[src/rtl/iop_dispatch.sv]
// rtl/iop_dispatch.sv - in-order dispatch queue between decode and two reservation stations
//
// Purpose:
//   Buffers decoded internal operations {iop, init, pc, k16} in a DEPTH-entry
//   FIFO and hands the head entry to whichever station raises id_feed,
//   alternating round-robin when both stations request in the same cycle.
//
// Ports:
//   clk, a_rst          clock; asynchronous active-high reset
//   flush               synchronous queue clear (suppresses push and ack)
//   dec_valid/dec_ready decoder handshake; dec_ready = ~full & ~flush
//   dec_iop/iop_init/pc/k16  entry fields from the decoder
//   st_feed[1:0]        per-station work request (id_feed)
//   st_ack[1:0]         per-station grant (id_ack), one-hot or zero
//   st_iop/iop_init/pc/k16   head entry, zero while the queue is empty
//   count               number of occupied entries

module iop_dispatch #(
  parameter int DEPTH = 4,
  parameter int PTR_W = 2
) (
  input  logic             clk,
  input  logic             a_rst,
  input  logic             flush,
  input  logic             dec_valid,
  output logic             dec_ready,
  input  logic [31:0]      dec_iop,
  input  logic [2:0]       dec_iop_init,
  input  logic [15:0]      dec_pc,
  input  logic [15:0]      dec_k16,
  input  logic [1:0]       st_feed,
  output logic [1:0]       st_ack,
  output logic [31:0]      st_iop,
  output logic [2:0]       st_iop_init,
  output logic [15:0]      st_pc,
  output logic [15:0]      st_k16,
  output logic [PTR_W:0]   count
);

  localparam int ENTRY_W = 67;
  localparam logic [PTR_W:0] FULL_CNT = (PTR_W+1)'(DEPTH);

  logic [ENTRY_W-1:0] mem_q [DEPTH];

  logic [PTR_W-1:0] rd_ptr_q, rd_ptr_d;
  logic [PTR_W-1:0] wr_ptr_q, wr_ptr_d;
  logic [PTR_W:0]   count_q, count_d;
  logic             rr_q, rr_d;

  logic             full;
  logic             nonempty;
  logic             push;
  logic             pop;
  logic [1:0]       req;
  logic [ENTRY_W-1:0] head;

  assign full      = (count_q == FULL_CNT);
  assign nonempty  = (count_q != '0);
  // Ready is deliberately independent of a same-cycle pop so the decoder
  // never sees a combinational path from the stations.
  assign dec_ready = ~full & ~flush;
  assign push      = dec_valid & dec_ready;
  assign req       = st_feed & {2{nonempty}} & {2{~flush}};
  assign pop       = |st_ack;
  assign count     = count_q;

  // Grant: a lone requester always wins; on contention rr names the winner.
  always_comb begin
    st_ack = 2'b00;
    unique case (req)
      2'b01:   st_ack = 2'b01;
      2'b10:   st_ack = 2'b10;
      2'b11:   st_ack = rr_q ? 2'b10 : 2'b01;
      default: st_ack = 2'b00;
    endcase
  end

  // No bypass: an empty queue shows zeros even while a push is in flight.
  assign head        = nonempty ? mem_q[rd_ptr_q] : '0;
  assign st_iop      = head[66:35];
  assign st_iop_init = head[34:32];
  assign st_pc       = head[31:16];
  assign st_k16      = head[15:0];

  always_comb begin
    rd_ptr_d = rd_ptr_q;
    wr_ptr_d = wr_ptr_q;
    count_d  = count_q;
    rr_d     = rr_q;
    if (flush) begin
      rd_ptr_d = '0;
      wr_ptr_d = '0;
      count_d  = '0;
    end else begin
      if (push) begin
        wr_ptr_d = wr_ptr_q + 1'b1;
      end
      if (pop) begin
        rd_ptr_d = rd_ptr_q + 1'b1;
        // rr points at the loser: station 0 winning hands priority to 1.
        rr_d     = st_ack[0];
      end
      unique case ({push, pop})
        2'b10:   count_d = count_q + 1'b1;
        2'b01:   count_d = count_q - 1'b1;
        default: count_d = count_q;
      endcase
    end
  end

  always_ff @(posedge clk or posedge a_rst) begin
    if (a_rst) begin
      rd_ptr_q <= '0;
      wr_ptr_q <= '0;
      count_q  <= '0;
      rr_q     <= 1'b0;
    end else begin
      rd_ptr_q <= rd_ptr_d;
      wr_ptr_q <= wr_ptr_d;
      count_q  <= count_d;
      rr_q     <= rr_d;
    end
  end

  // Entry storage is never cleared; count gates visibility of stale data.
  always_ff @(posedge clk) begin
    if (push) begin
      mem_q[wr_ptr_q] <= {dec_iop, dec_iop_init, dec_pc, dec_k16};
    end
  end

endmodule

[config.mk]
export PLATFORM = sky130hd
export DESIGN_NAME = iop_dispatch
export DESIGN_NICKNAME = d
export VERILOG_FILES = /design/src/rtl/iop_dispatch.sv
export SDC_FILE = /design/constraint.sdc
export NUM_CORES = 1
export LEC_CHECK = 0
export CORE_ASPECT_RATIO = 1.4
export CORE_MARGIN = 1
export CORE_UTILIZATION = 55
export CTS_BUF_LIST = sky130_fd_sc_hd__clkbuf_4
export CTS_CLUSTER_SIZE = 20
export DETAILED_ROUTE_END_ITERATION = 8
export GPL_TIMING_DRIVEN = 0
export HOLD_SLACK_MARGIN = 0.06
export PLACE_DENSITY = 0.8
export SYNTH_ARGS = -nofsm -noshare
export SYNTH_HDL_FRONTEND = slang
export SYNTH_SLANG_ARGS = --single-unit
export TNS_END_PERCENT = 50
[constraint.sdc]
create_clock -name clk -period 4.1 [get_ports clk]
set_input_delay 0.82 -clock clk [delete_from_list [all_inputs] [get_ports clk]]
set_output_delay 0.82 -clock clk [all_outputs]
set_load 0.02 [all_outputs]
After elaboration in Yosys (flattened, before gate mapping)
Memories as Yosys holds them, arrays and structs flattened.
Cells that the tools add are included.
Word-level totals
  register bits: 8
  bits in latches: 0
  memory bits (writable): 268
  memory bits (read-only): 0
  output and inout bits: 73
  word-level logic and storage cells: 38
  memories: 1
Cells by class
  add/sub/neg operators: 4
  multipliers: 0
  divide/modulo/power cells: 0
  $lt $le $gt $ge: 0
  eq/ne operators: 6
  shift operators: 0
  muxes and demuxes: 11
  bitwise logic cells: 6
  reduce and logical (&&, ||, !) cells: 6
Memory list
  mem_q: words 4, width 67, rd ports 1, clocked after Yosys merged registers in 0, wr ports 1, line 43  | logic [ENTRY_W-1:0] mem_q [DEPTH];
Operator list (count)
  67-bit two-way mux: 1
  2-bit two-way mux: 5
  2-bit == test (second input constant): 3
  2-bit case mux with 3 select lines: 1
  3-bit case mux with 2 select lines: 1
  3-bit nonzero test: 2
  2-bit by 1-bit adder with 2-bit output (second input constant): 2
  2-bit bitwise AND: 2
  2-bit by 1-bit == test with 1-bit output (second input constant): 2
  2-bit nonzero test: 2
  3-bit by 1-bit adder with 3-bit output (second input constant): 1
  3-bit == test (second input constant): 1
  3-bit two-way mux: 1
  3-bit by 1-bit subtractor with 3-bit output (second input constant): 1
  1-bit bitwise AND: 2
  1-bit two-way mux: 2
  1-bit NOT: 2
  2-bit AND reduction: 1
  2-bit OR reduction: 1

Depth between registers and ports, before layout
Gate-level depths: netlist of the first run.
  depth in word-level cells: 9
  mapped depth: 8
  mapped depth without buffers: 7

Worst setup path before layout of the first run
No wires, ideal clock.
  kind: input-to-reg
  start point: input port dec_valid
  end point: memory mem_q[0][0] (enable)
  setup time: 432 ps
  data arrival time: 2932 ps
  data required time: 3668 ps
  path slack: 736 ps
  stages: 4
  cells stage by stage: buf_2 > inv_1 > nor3_2 > and2_1
Between the ends
  longest elaborated chain between the ends: 3
RTL lines
  from (decl): line 25  | input logic dec_valid,
  1-bit bitwise AND: line 62  | assign push = dec_valid & dec_ready;
  1-bit two-way mux: line 127  | if (push) begin
  1-bit two-way mux (implied by the code): line 128  | mem_q[wr_ptr_q] <= {dec_iop, dec_iop_init, dec_pc, dec_k16};
  to (decl): line 43
Every way passes these cells.

Worst setup path after layout of the first run
  start point: register count_q[1] (netlist: count[1])
  end point: output port st_pc[1]
Between the ends
  longest elaborated chain between the ends: 2
RTL lines
  from (decl): line 47  | logic [PTR_W:0] count_q, count_d;
  from (signal assigned): line 120  | count_q <= count_d;
  3-bit nonzero test: line 58  | assign nonempty = (count_q != '0);
  67-bit two-way mux: line 79  | assign head = nonempty ? mem_q[rd_ptr_q] : '0;
  to (decl): line 35  | output logic [15:0] st_pc,
Every way passes these cells.

==> results of run 1 <==
## stage by stage
step / cell area [um2] / cells / utilization (%)
2_1_floorplan: 10800 / 502 / -
3_3_place_gp: 12500 / 894 / 65.2
3_5_place_dp: 12700 / 898 / 65.9
4_1_cts: 13500 / 1013 / 70.0
5_1_grt: 13500 / 1014 / 70.0
6_report: 13500 / 1015 / 70.0
## kinds of logic after synthesis
logic type,share of synthesized area (%)
flip-flops,76.5
AO/OA/AOI/OAI,1.51
adder cells (fa/ha/maj),0.650
AND/OR/NAND/NOR,5.53
buffers and inverters,1.74
multiplexers,14.1
## flip-flops by register name, summed over array words and instances (netlist names)
name      flops
rr_q          1
wr_ptr_q      2
mem_q       268
rd_ptr_q      2
count         3
## where the power goes
group	total, mW	internal, mW	switching [mW]
registers	3.29	3.25	0.0458
logic	2.64	1.29	1.35
clock network	2.09	1.09	1.01
total	8.03	5.63	2.40
## synthesized netlist by cell type, types with 5 or more instances
cell type,instances
nor2_1,5
and2_1,5
buf_4,9
buf_2,8
dfrtp_1,8
inv_1,5
edfxtp_1,268
nor2b_1,68
clkbuf_1,10
mux4_2,67
## area by class of cell
class | instances | area [um2]
plain buffers | 29 | 165
clock inverters | 18 | 71.3
multi-input cells | 191 | 2360
inverters | 6 | 22.5
diodes | 2 | 5.00
fillers | 1241 | 5760
flip-flops and latches | 276 | 8250
clock buffers | 97 | 728
well taps | 248 | 310
repair buffers | 148 | 1550
## final timing paths
check,start,to,slack (ps),depth (start not counted)
max,count[1],st_pc[1],320,6
min,a_rst,count[2],460,2
max reg2reg,count[1],count[2],1260,8
min reg2reg,rr_q,rr_q,540,1
max in group asynchronous,a_rst,rr_q,3380,2
min in group clk,rr_q,rr_q,540,1
## critical path, delay by kind of cell, from the launching register on
kind / cells / cell delay [ps]
buffers and inverters: 4 / 1480
flip-flops: 1 / 410
AND/OR/NAND/NOR: 2 / 450
## metal layers
| metal | part of all wire, % | global-route usage [%] |
|---|---|---|
| met1 | 38 | 25.8 |
| met2 | 55 | 37.9 |
| met3 | 4.8 | 5.42 |
| met4 | 2.1 | 9.23 |
| met5 | 0 | 0 |
## cells in the final DEF (no fill, tap or decap), types with 2 or more instances in the layout
| cell type | netlist | layout |
|---|---|---|
| clkinv_1 | 0 | 13 |
| buf_16 | 0 | 4 |
| a21oi_1 | 4 | 4 |
| or3_1 | 4 | 4 |
| o32a_1 | 2 | 2 |
| or2_2 | 2 | 2 |
| clkinv_2 | 0 | 3 |
| ha_1 | 4 | 4 |
| inv_1 | 5 | 5 |
| clkbuf_1 | 10 | 10 |
| mux4_2 | 67 | 67 |
| inv_2 | 1 | 3 |
| o21ai_0 | 4 | 4 |
| o21a_1 | 4 | 4 |
| nor3_1 | 2 | 2 |
| nor2_1 | 5 | 5 |
| dfrtp_1 | 8 | 8 |
| clkbuf_4 | 0 | 97 |
| a31oi_1 | 2 | 2 |
| buf_4 | 9 | 9 |
| nor2b_1 | 68 | 68 |
| and2_4 | 0 | 4 |
| buf_2 | 8 | 8 |
| clkdlybuf4s50_1 | 0 | 144 |
| edfxtp_1 | 268 | 268 |
| diode_2 | 0 | 2 |
| nor3_2 | 2 | 2 |
| o221ai_1 | 2 | 2 |
==> results.py, run 1 <==
metrics = {
    "outcome": {
        "status": "finished, final reports clean",
    },
    "global_routing": {
        "overflow": 0,
        "grt_pass1_wl_um": 32600,
        "grt_pass1_vias": 6126,
        "grt_max_degree": 58,
        "antenna_found_initial": 2,
        "track_usage_pct": 21.8,
    },
    "synth": {
        "synthCells": 502,
        "synthArstFlopShare_pct": 2.90,
        "synth-seq-cells": 276,
        "synth_top_area_cell": "edfxtp_1",
        "synth.net_count": 580,
        "yosysSeqAreaShare_pct": 76.5,
        "ys.flop_type": "edfxtp_1",
        "synth.distinct_cells": 38,
        "avgSynthCellArea_um2": 21.5,
        "yosysWarnings": 0,
        "synth_area_leaders": "edfxtp_1 (75%), mux4_2 (14%), nor2b_1 (3.9%)",
        "synth_edf_count": 268,
        "yosysTopAreaCellShare_pct": 74.6,
        "netlist_area_um2": 10800,
    },
    "timing": {
        "finalHoldViolations": 0,
        "max_slew_margin_pct": 60.3,
        "tns_ps": 0,
        "setup_viol": 0,
        "post-route-period-util_pct": 92.3,
        "min_period_ps": 3780,
        "worstMarginPinSlew_ps": 595,
        "fin_ws_ps": 317,
        "grt_setup_unrepaired": "false",
        "hold_ws_ps": 459,
        "fin_skew_ps": 28.0,
        "slew_viol_final": 0,
        "fmax_mhz": 264,
    },
    "critical_path": {
        "critPathMaxStageDelay_ps": 570,
        "cp.required_ps": 3280,
        "crit_fanout": 10,
        "path_class": "flip-flop to primary output",
        "cp-end-kind": "primary output",
        "cp_cell_sequence": "buf_2 -> nor3_2 -> buf_4 -> clkbuf_1 -> nor2b_1 -> clkdlybuf4s50_1",
        "cp.arrival_ps": 2960,
        "crit_slowest_cell": "clkdlybuf4s50_1",
        "startpoint_type": "flip-flop",
    },
    "die": {
        "core-area_um2": 19200,
        "start_util_pct": 56.1,
        "die_h_um": 168,
        "rows": 60,
        "dieArea_um2": 20200,
        "fp.dieW_um": 120,
        "io_pins": 146,
    },
    "cts": {
        "cts_buffer_depth": 3,
        "clk_pin_slew_ps": 70,
        "cts_made_buffers": 67,
        "cts_root_buffer": "clkbuf_4",
        "cts_tree": "yes",
        "clk_latency_ps": 620,
        "post_cts_buffers": 0,
        "clock_sinks": 276,
        "postCtsHoldBufs": 0,
        "post_cts_resize_count": 0,
        "htree_levels": 3,
    },
    "route": {
        "first_pass_iters": 4,
        "wire_per_inst_um": 20.6,
        "totalWireLength_um": 20900,
        "vias": 5606,
        "drtIter0Drc": 339,
        "drc_errors": 0,
        "ant_nets": 0,
        "via_per_inst": 5.52,
    },
    "finish": {
        "nNetsFinal": 797,
        "drive_gt1_share_pct": 26.5,
        "areaGrowthSynthToFinish_pct": 24.8,
    },
    "placement": {
        "place_congestion": 0.782,
        "portBuffers": 144,
        "place_ws_ps": 666,
        "dp_hpwl_um": 12900,
    },
    "run": {
        "maxCapViolations": 0,
    },
    "power_and_ir_drop": {
        "p_total_mw": 8.03,
        "power_density_nw_per_um2": 596,
        "p_leak_nw": 4.38,
        "vdd_ir_drop_max_uv": 294,
    },
    "hold_path": {
        "holdCritPathClass": "input port to async pin",
    },
}
No activity file was read; power rests on OpenSTA's default activity.
==> inputs of run 2 (changes only) <==
--- a/config.mk
+++ b/config.mk
@@ -11,7 +11,7 @@
 export CTS_BUF_LIST = sky130_fd_sc_hd__clkbuf_4
 export CTS_CLUSTER_SIZE = 20
 export DETAILED_ROUTE_END_ITERATION = 8
-export GPL_TIMING_DRIVEN = 0
+export GPL_TIMING_DRIVEN = 1
 export HOLD_SLACK_MARGIN = 0.06
 export PLACE_DENSITY = 0.8
 export SYNTH_ARGS = -nofsm -noshare
==> constraint.sdc (replaced) <==
create_clock -name clk -period 3.84 [get_ports clk]
set_input_delay 0.768 -clock clk [delete_from_list [all_inputs] [get_ports clk]]
set_output_delay 0.768 -clock clk [all_outputs]
set_load 0.02 [all_outputs]
==> run 2 against run 1 <==
- first-iteration DRC count rose by 8.8%
- via count down 1.2%
- worst setup slack got worse by 110 ps
- clock skew is 7.8 ps lower
- utilization down 0.27 points
- non-clock buffer count decreased by 16
- sequential power is 10% higher
- hold slack lost 94 ps
- register-to-register slack got worse by 140 ps
- highest routed layer unchanged
==> results.py, run 2 (same netlist as run 1, synthesis figures left out) <==
metrics = {
    "timing": {
        "min_period_ps": 3640,
        "fmax_mhz": 275,
        "tns_ps": 0,
        "finalHoldViolations": 0,
        "worstMarginPinSlew_ps": 605,
        "fin_skew_ps": 20.3,
        "post-route-period-util_pct": 94.7,
        "max_slew_margin_pct": 59.7,
        "setup_viol": 0,
        "grt_setup_unrepaired": "false",
        "slew_viol_final": 0,
    },
    "global_routing": {
        "grt_pass1_wl_um": 32200,
        "track_usage_pct": 21.3,
        "grt_max_degree": 70,
        "overflow": 0,
        "antenna_found_initial": 3,
        "grt_pass1_vias": 5957,
    },
    "die": {
        "fp.dieW_um": 120,
        "io_pins": 146,
        "start_util_pct": 56.1,
        "die_h_um": 168,
        "dieArea_um2": 20200,
        "rows": 60,
        "core-area_um2": 19200,
    },
    "finish": {
        "areaGrowthSynthToFinish_pct": 24.3,
        "n_fill_cell": 1243,
        "mostFrequentLayoutCells": "edfxtp_1 (268), clkdlybuf4s50_1 (143), clkbuf_4 (94)",
        "final_common_cell": "edfxtp_1",
        "largest_reg_flops": 268,
        "top_register": "mem_q",
        "nNetsFinal": 774,
        "drive_gt1_share_pct": 26.2,
    },
    "route": {
        "drc_errors": 0,
        "via_per_inst": 5.62,
        "totalWireLength_um": 20700,
        "wire_per_inst_um": 21.0,
        "drtIter0Drc": 369,
        "first_pass_iters": 4,
        "vias": 5538,
        "ant_nets": 0,
    },
    "critical_path": {
        "path_class": "flip-flop to primary output",
        "cp_cell_sequence": "buf_12 -> mux4_2 -> nor2b_1 -> clkdlybuf4s50_1",
        "cpLargestDelayFamily": "buffers and inverters",
        "startpoint_type": "flip-flop",
        "critPathMaxStageDelay_ps": 810,
        "cp_num_buf_inv": 2,
        "cp-end-kind": "primary output",
        "cp.required_ps": 3070,
        "r2r_slack_ps": 1120,
        "cp.arrival_ps": 2870,
        "crit_fanout": 36,
        "crit_slowest_cell": "dfrtp_4",
    },
    "power_and_ir_drop": {
        "power_density_nw_per_um2": 635,
        "p_leak_nw": 4.32,
        "p_total_mw": 8.51,
        "vdd_ir_drop_max_uv": 439,
    },
    "cts": {
        "cts_tree": "yes",
        "clk_pin_slew_ps": 80,
        "clock_sinks": 276,
        "htree_levels": 2,
        "postCtsHoldBufs": 0,
        "cts_buffer_depth": 3,
        "cts_made_buffers": 60,
        "cts_root_buffer": "clkbuf_4",
        "clk_latency_ps": 670,
    },
    "placement": {
        "portBuffers": 145,
        "dp_hpwl_um": 12300,
        "place_congestion": 0.743,
    },
    "run": {
        "maxCapViolations": 0,
    },
    "outcome": {
        "status": "finished, final reports clean",
    },
    "hold_path": {
        "holdCritPathClass": "input port to async pin",
    },
}
run 2: cell count changes in the layout (fill, tap and decap cells not counted), moves of 2 or more:
cell / before / now
dfrtp_1: 8 / 6
buf_12: 0 / 9
buf_16: 4 / 0
clkbuf_1: 10 / 0
dfrtp_4: 0 / 2
clkinv_2: 3 / 1
clkbuf_4: 97 / 94
buf_2: 8 / 0
dlygate4sd2_1: 0 / 2
inv_2: 3 / 1
buf_4: 9 / 7
clkinv_1: 13 / 5
run 2: worst paths after layout:
| kind | startpoint | to | cells after the start |
|---|---|---|---|
| setup / recovery | rd_ptr_q[1] | st_iop[31] | 4 |
| hold / removal | a_rst | rd_ptr_q[0] | 2 |
| setup reg to reg | count[1] | count[2] | 7 |
| hold reg to reg | rr_q | rr_q | 1 |
| max in group asynchronous | a_rst | rd_ptr_q[1] | 2 |
| min in group clk | rr_q | rr_q | 1 |
run 2: cell type report:
| cell class | instances | area (um2) | share of cell area, % |
|---|---|---|---|
| inverter | 6 | 22.5 | 0.168 |
| antenna | 2 | 5.00 | 0.0373 |
| clock inverter | 8 | 62.6 | 0.467 |
| multi-input combinational | 191 | 2370 | 17.6 |
| tap | 248 | 310 | 2.31 |
| sequential | 276 | 8260 | 61.6 |
| timing repair buffer | 161 | 1680 | 12.5 |
| clock buffer | 94 | 706 | 5.26 |
run 2: per-layer routing:
layer	global-route usage, %	routed length, um	part of all wire, %
met1	26.4	7900	38
met2	36.0	11100	53
met3	4.39	1160	5.6
met4	10.1	595	2.9
met5	0	0	0
run 2: power breakdown:
part | switching (mW) | internal (mW)
registers | 0.149 | 3.47
clock network | 1.02 | 1.17
logic | 1.34 | 1.36
run 2: timing repair:
item / in CTS / in global routing
cloned: 0 / 0
setup endpoints to repair: 43 / 26
buffers inserted: 1 / 1
gates resized for setup: 2 / 0
run 2: through the flow:
step	instances	utilization (%)	worst slack [ps]	hold WS (ps)	area (um2)
after floorplan	502	-	528	488	10800
after global placement	880	65.6	533	505	12600
after detailed placement	880	65.6	442	520	12600
after CTS	983	69.6	7.67	332	13400
after global routing	986	69.8	52.4	380	13400
final	986	69.8	202	365	13400
==> inputs of run 3 (changes only) <==
--- a/config.mk
+++ b/config.mk
@@ -7,13 +7,12 @@
 export LEC_CHECK = 0
 export CORE_ASPECT_RATIO = 1.4
 export CORE_MARGIN = 1
-export CORE_UTILIZATION = 55
+export CORE_UTILIZATION = 30
 export CTS_BUF_LIST = sky130_fd_sc_hd__clkbuf_4
 export CTS_CLUSTER_SIZE = 20
 export DETAILED_ROUTE_END_ITERATION = 8
 export GPL_TIMING_DRIVEN = 1
 export HOLD_SLACK_MARGIN = 0.06
-export PLACE_DENSITY = 0.8
 export SYNTH_ARGS = -nofsm -noshare
 export SYNTH_HDL_FRONTEND = slang
 export SYNTH_SLANG_ARGS = --single-unit
==> run 3 against run 2 <==
- critical path depth did not move
- non-clock buffer count rose by 3
- routed wire length rose by 9.1%
- count of clock-buffer cells in the layout rose by 9
- largest cell class unchanged
- first-iteration DRC count fell by 13%
- critical endpoint is now st_iop_init[1]
- sequential cell count did not move
- worst setup slack improved by 6.9 ps
- global-route usage fell by 8.5 points
- sequential share of layout area fell by 1.8 points
- sequential power fell by 1%
- fmax rose by 0.19%
- clock power rose by 15%
==> results.py, run 3 (same netlist as run 1, synthesis figures left out) <==
metrics = {
    "global_routing": {
        "grt_pass1_vias": 5924,
        "overflow": 0,
        "grt_max_degree": 42,
        "track_usage_pct": 12.9,
        "grt_pass1_wl_um": 34300,
        "antenna_found_initial": 2,
    },
    "finish": {
        "mostFrequentLayoutCells": "edfxtp_1 (268), clkdlybuf4s50_1 (145), clkbuf_4 (103)",
        "final_common_cell": "edfxtp_1",
        "top_register": "mem_q",
        "areaGrowthSynthToFinish_pct": 28.0,
        "largest_reg_flops": 268,
        "register_area_um2": 8260,
        "multi_input_area_um2": 2370,
        "final_core_util_pct": 39.3,
        "nNetsFinal": 789,
        "drive_gt1_share_pct": 27.6,
        "n_fill_cell": 3225,
    },
    "cts": {
        "clk_latency_ps": 710,
        "cts_made_buffers": 72,
        "postCtsHoldBufs": 0,
        "cts_root_buffer": "clkbuf_4",
        "htree_levels": 3,
        "clk_pin_slew_ps": 60,
        "clock_sinks": 276,
        "post_cts_resize_count": 0,
        "cts_buffer_depth": 3,
        "cts_tree": "yes",
    },
    "timing": {
        "post-route-period-util_pct": 94.6,
        "setup_viol": 0,
        "max_slew_margin_pct": 61.8,
        "fmax_mhz": 275,
        "fin_skew_ps": 29.4,
        "grt_setup_unrepaired": "false",
        "slew_viol_final": 0,
        "worstMarginPinSlew_ps": 571,
        "finalHoldViolations": 0,
        "tns_ps": 0,
        "min_period_ps": 3630,
    },
    "critical_path": {
        "cpLargestDelayFamily": "buffers and inverters",
        "cp-end-kind": "primary output",
        "cp_num_buf_inv": 2,
        "cp_cell_sequence": "buf_12 -> mux4_2 -> nor2b_1 -> clkdlybuf4s50_1",
        "path_class": "flip-flop to primary output",
        "crit_fanout": 33,
        "cp.required_ps": 3070,
        "cp.arrival_ps": 2860,
        "critPathMaxStageDelay_ps": 770,
        "startpoint_type": "flip-flop",
        "crit_slowest_cell": "dfrtp_4",
    },
    "die": {
        "die_h_um": 226,
        "io_pins": 146,
        "dieArea_um2": 36700,
        "core-area_um2": 35200,
        "rows": 81,
        "fp.dieW_um": 162,
        "start_util_pct": 30.7,
    },
    "hold_path": {
        "holdCritPathClass": "input port to async pin",
    },
    "power_and_ir_drop": {
        "seqPwrFrac_pct": 40.4,
        "p_leak_nw": 4.41,
        "p_sw_mw": 2.66,
        "pwr-share-comb_pct": 31.2,
        "vdd_ir_drop_max_uv": 461,
        "swShare_pct": 30.0,
        "clockPowerShare_pct": 28.4,
        "internal-power_mw": 6.20,
        "power_density_nw_per_um2": 642,
    },
    "placement": {
        "place_congestion": 0.687,
        "portBuffers": 145,
        "dp_hpwl_um": 13100,
    },
    "route": {
        "drc_errors": 0,
        "totalWireLength_um": 22600,
        "first_pass_iters": 4,
        "drtIter0Drc": 321,
        "wire_per_inst_um": 18.5,
        "ant_nets": 0,
        "via_per_inst": 4.55,
        "vias": 5538,
    },
    "outcome": {
        "status": "finished, final reports clean",
    },
    "run": {
        "maxCapViolations": 0,
    },
}
run 3: changes by cell type in the layout (fill, tap and decap cells not counted), moves of 3 or more:
cell | before | now
clkinv_1 | 5 | 13
clkbuf_4 | 94 | 103
inv_2 | 1 | 4
buf_4 | 7 | 12
run 3: layer usage:
metal	track usage [%]	share of wire [%]	wire length, um	up-vias
li1	-	-	-	2515
met5	0	0.053	12	-
met2	21.5	51	11600	150
met4	6.85	2.7	607	2
met3	4.59	5.9	1330	40
met1	14.3	40	9010	2831
run 3: per-stage QoR:
| stage | std cells | hold WS, ps | setup WS (ps) | power (mW) | instance area [um2] |
|---|---|---|---|---|---|
| finish | 1218 | 319 | 209 | 8.86 | 13800 |
| global route | 1218 | 243 | 8.81 | 9.35 | 13800 |
| CTS | 1217 | 197 | 51.5 | 9.07 | 13800 |
| detailed placement | 1091 | 510 | 447 | 6.46 | 12900 |
| global placement | 1091 | 507 | 470 | 6.45 | 12900 |
| floorplan | 502 | 488 | 528 | 5.26 | 10800 |
run 3: repair_timing:
item                                    CTS  global route
buffers inserted                          2             0
endpoints found under the hold margin     0             0
endpoints found under the setup margin   54             0
run 3: cell type report:
class	instances	area share [%]
diodes	1	0.0181
clock buffers	103	5.60
clock inverters	21	0.979
inverters	6	0.163
multi-input cells	191	17.1
flip-flops and latches	276	59.8
well taps	456	4.13
repair buffers	164	12.2
run 3: path summary, 6_finish.rpt:
kind                            cells after the start         from  slack (ps)             end
worst max-delay path                                4  rd_ptr_q[1]         210  st_iop_init[1]
worst min-delay path                                2        a_rst         320        count[2]
worst max register to register                      7     count[1]        1130        count[2]
worst min register to register                      1         rr_q         530            rr_q
max in group asynchronous                           2        a_rst        3230     rd_ptr_q[0]
min in group clk                                    1         rr_q         530            rr_q
run 3: power by group through the flow:
stage	sequential, mW	combinational [mW]	clock [mW]
6_report	3.58	2.77	2.51
5_1_grt	3.60	2.96	2.79
4_1_cts	3.59	2.84	2.64
3_5_place_dp	3.68	2.78	0
3_3_place_gp	3.68	2.77	0
2_1_floorplan	3.59	1.68	0
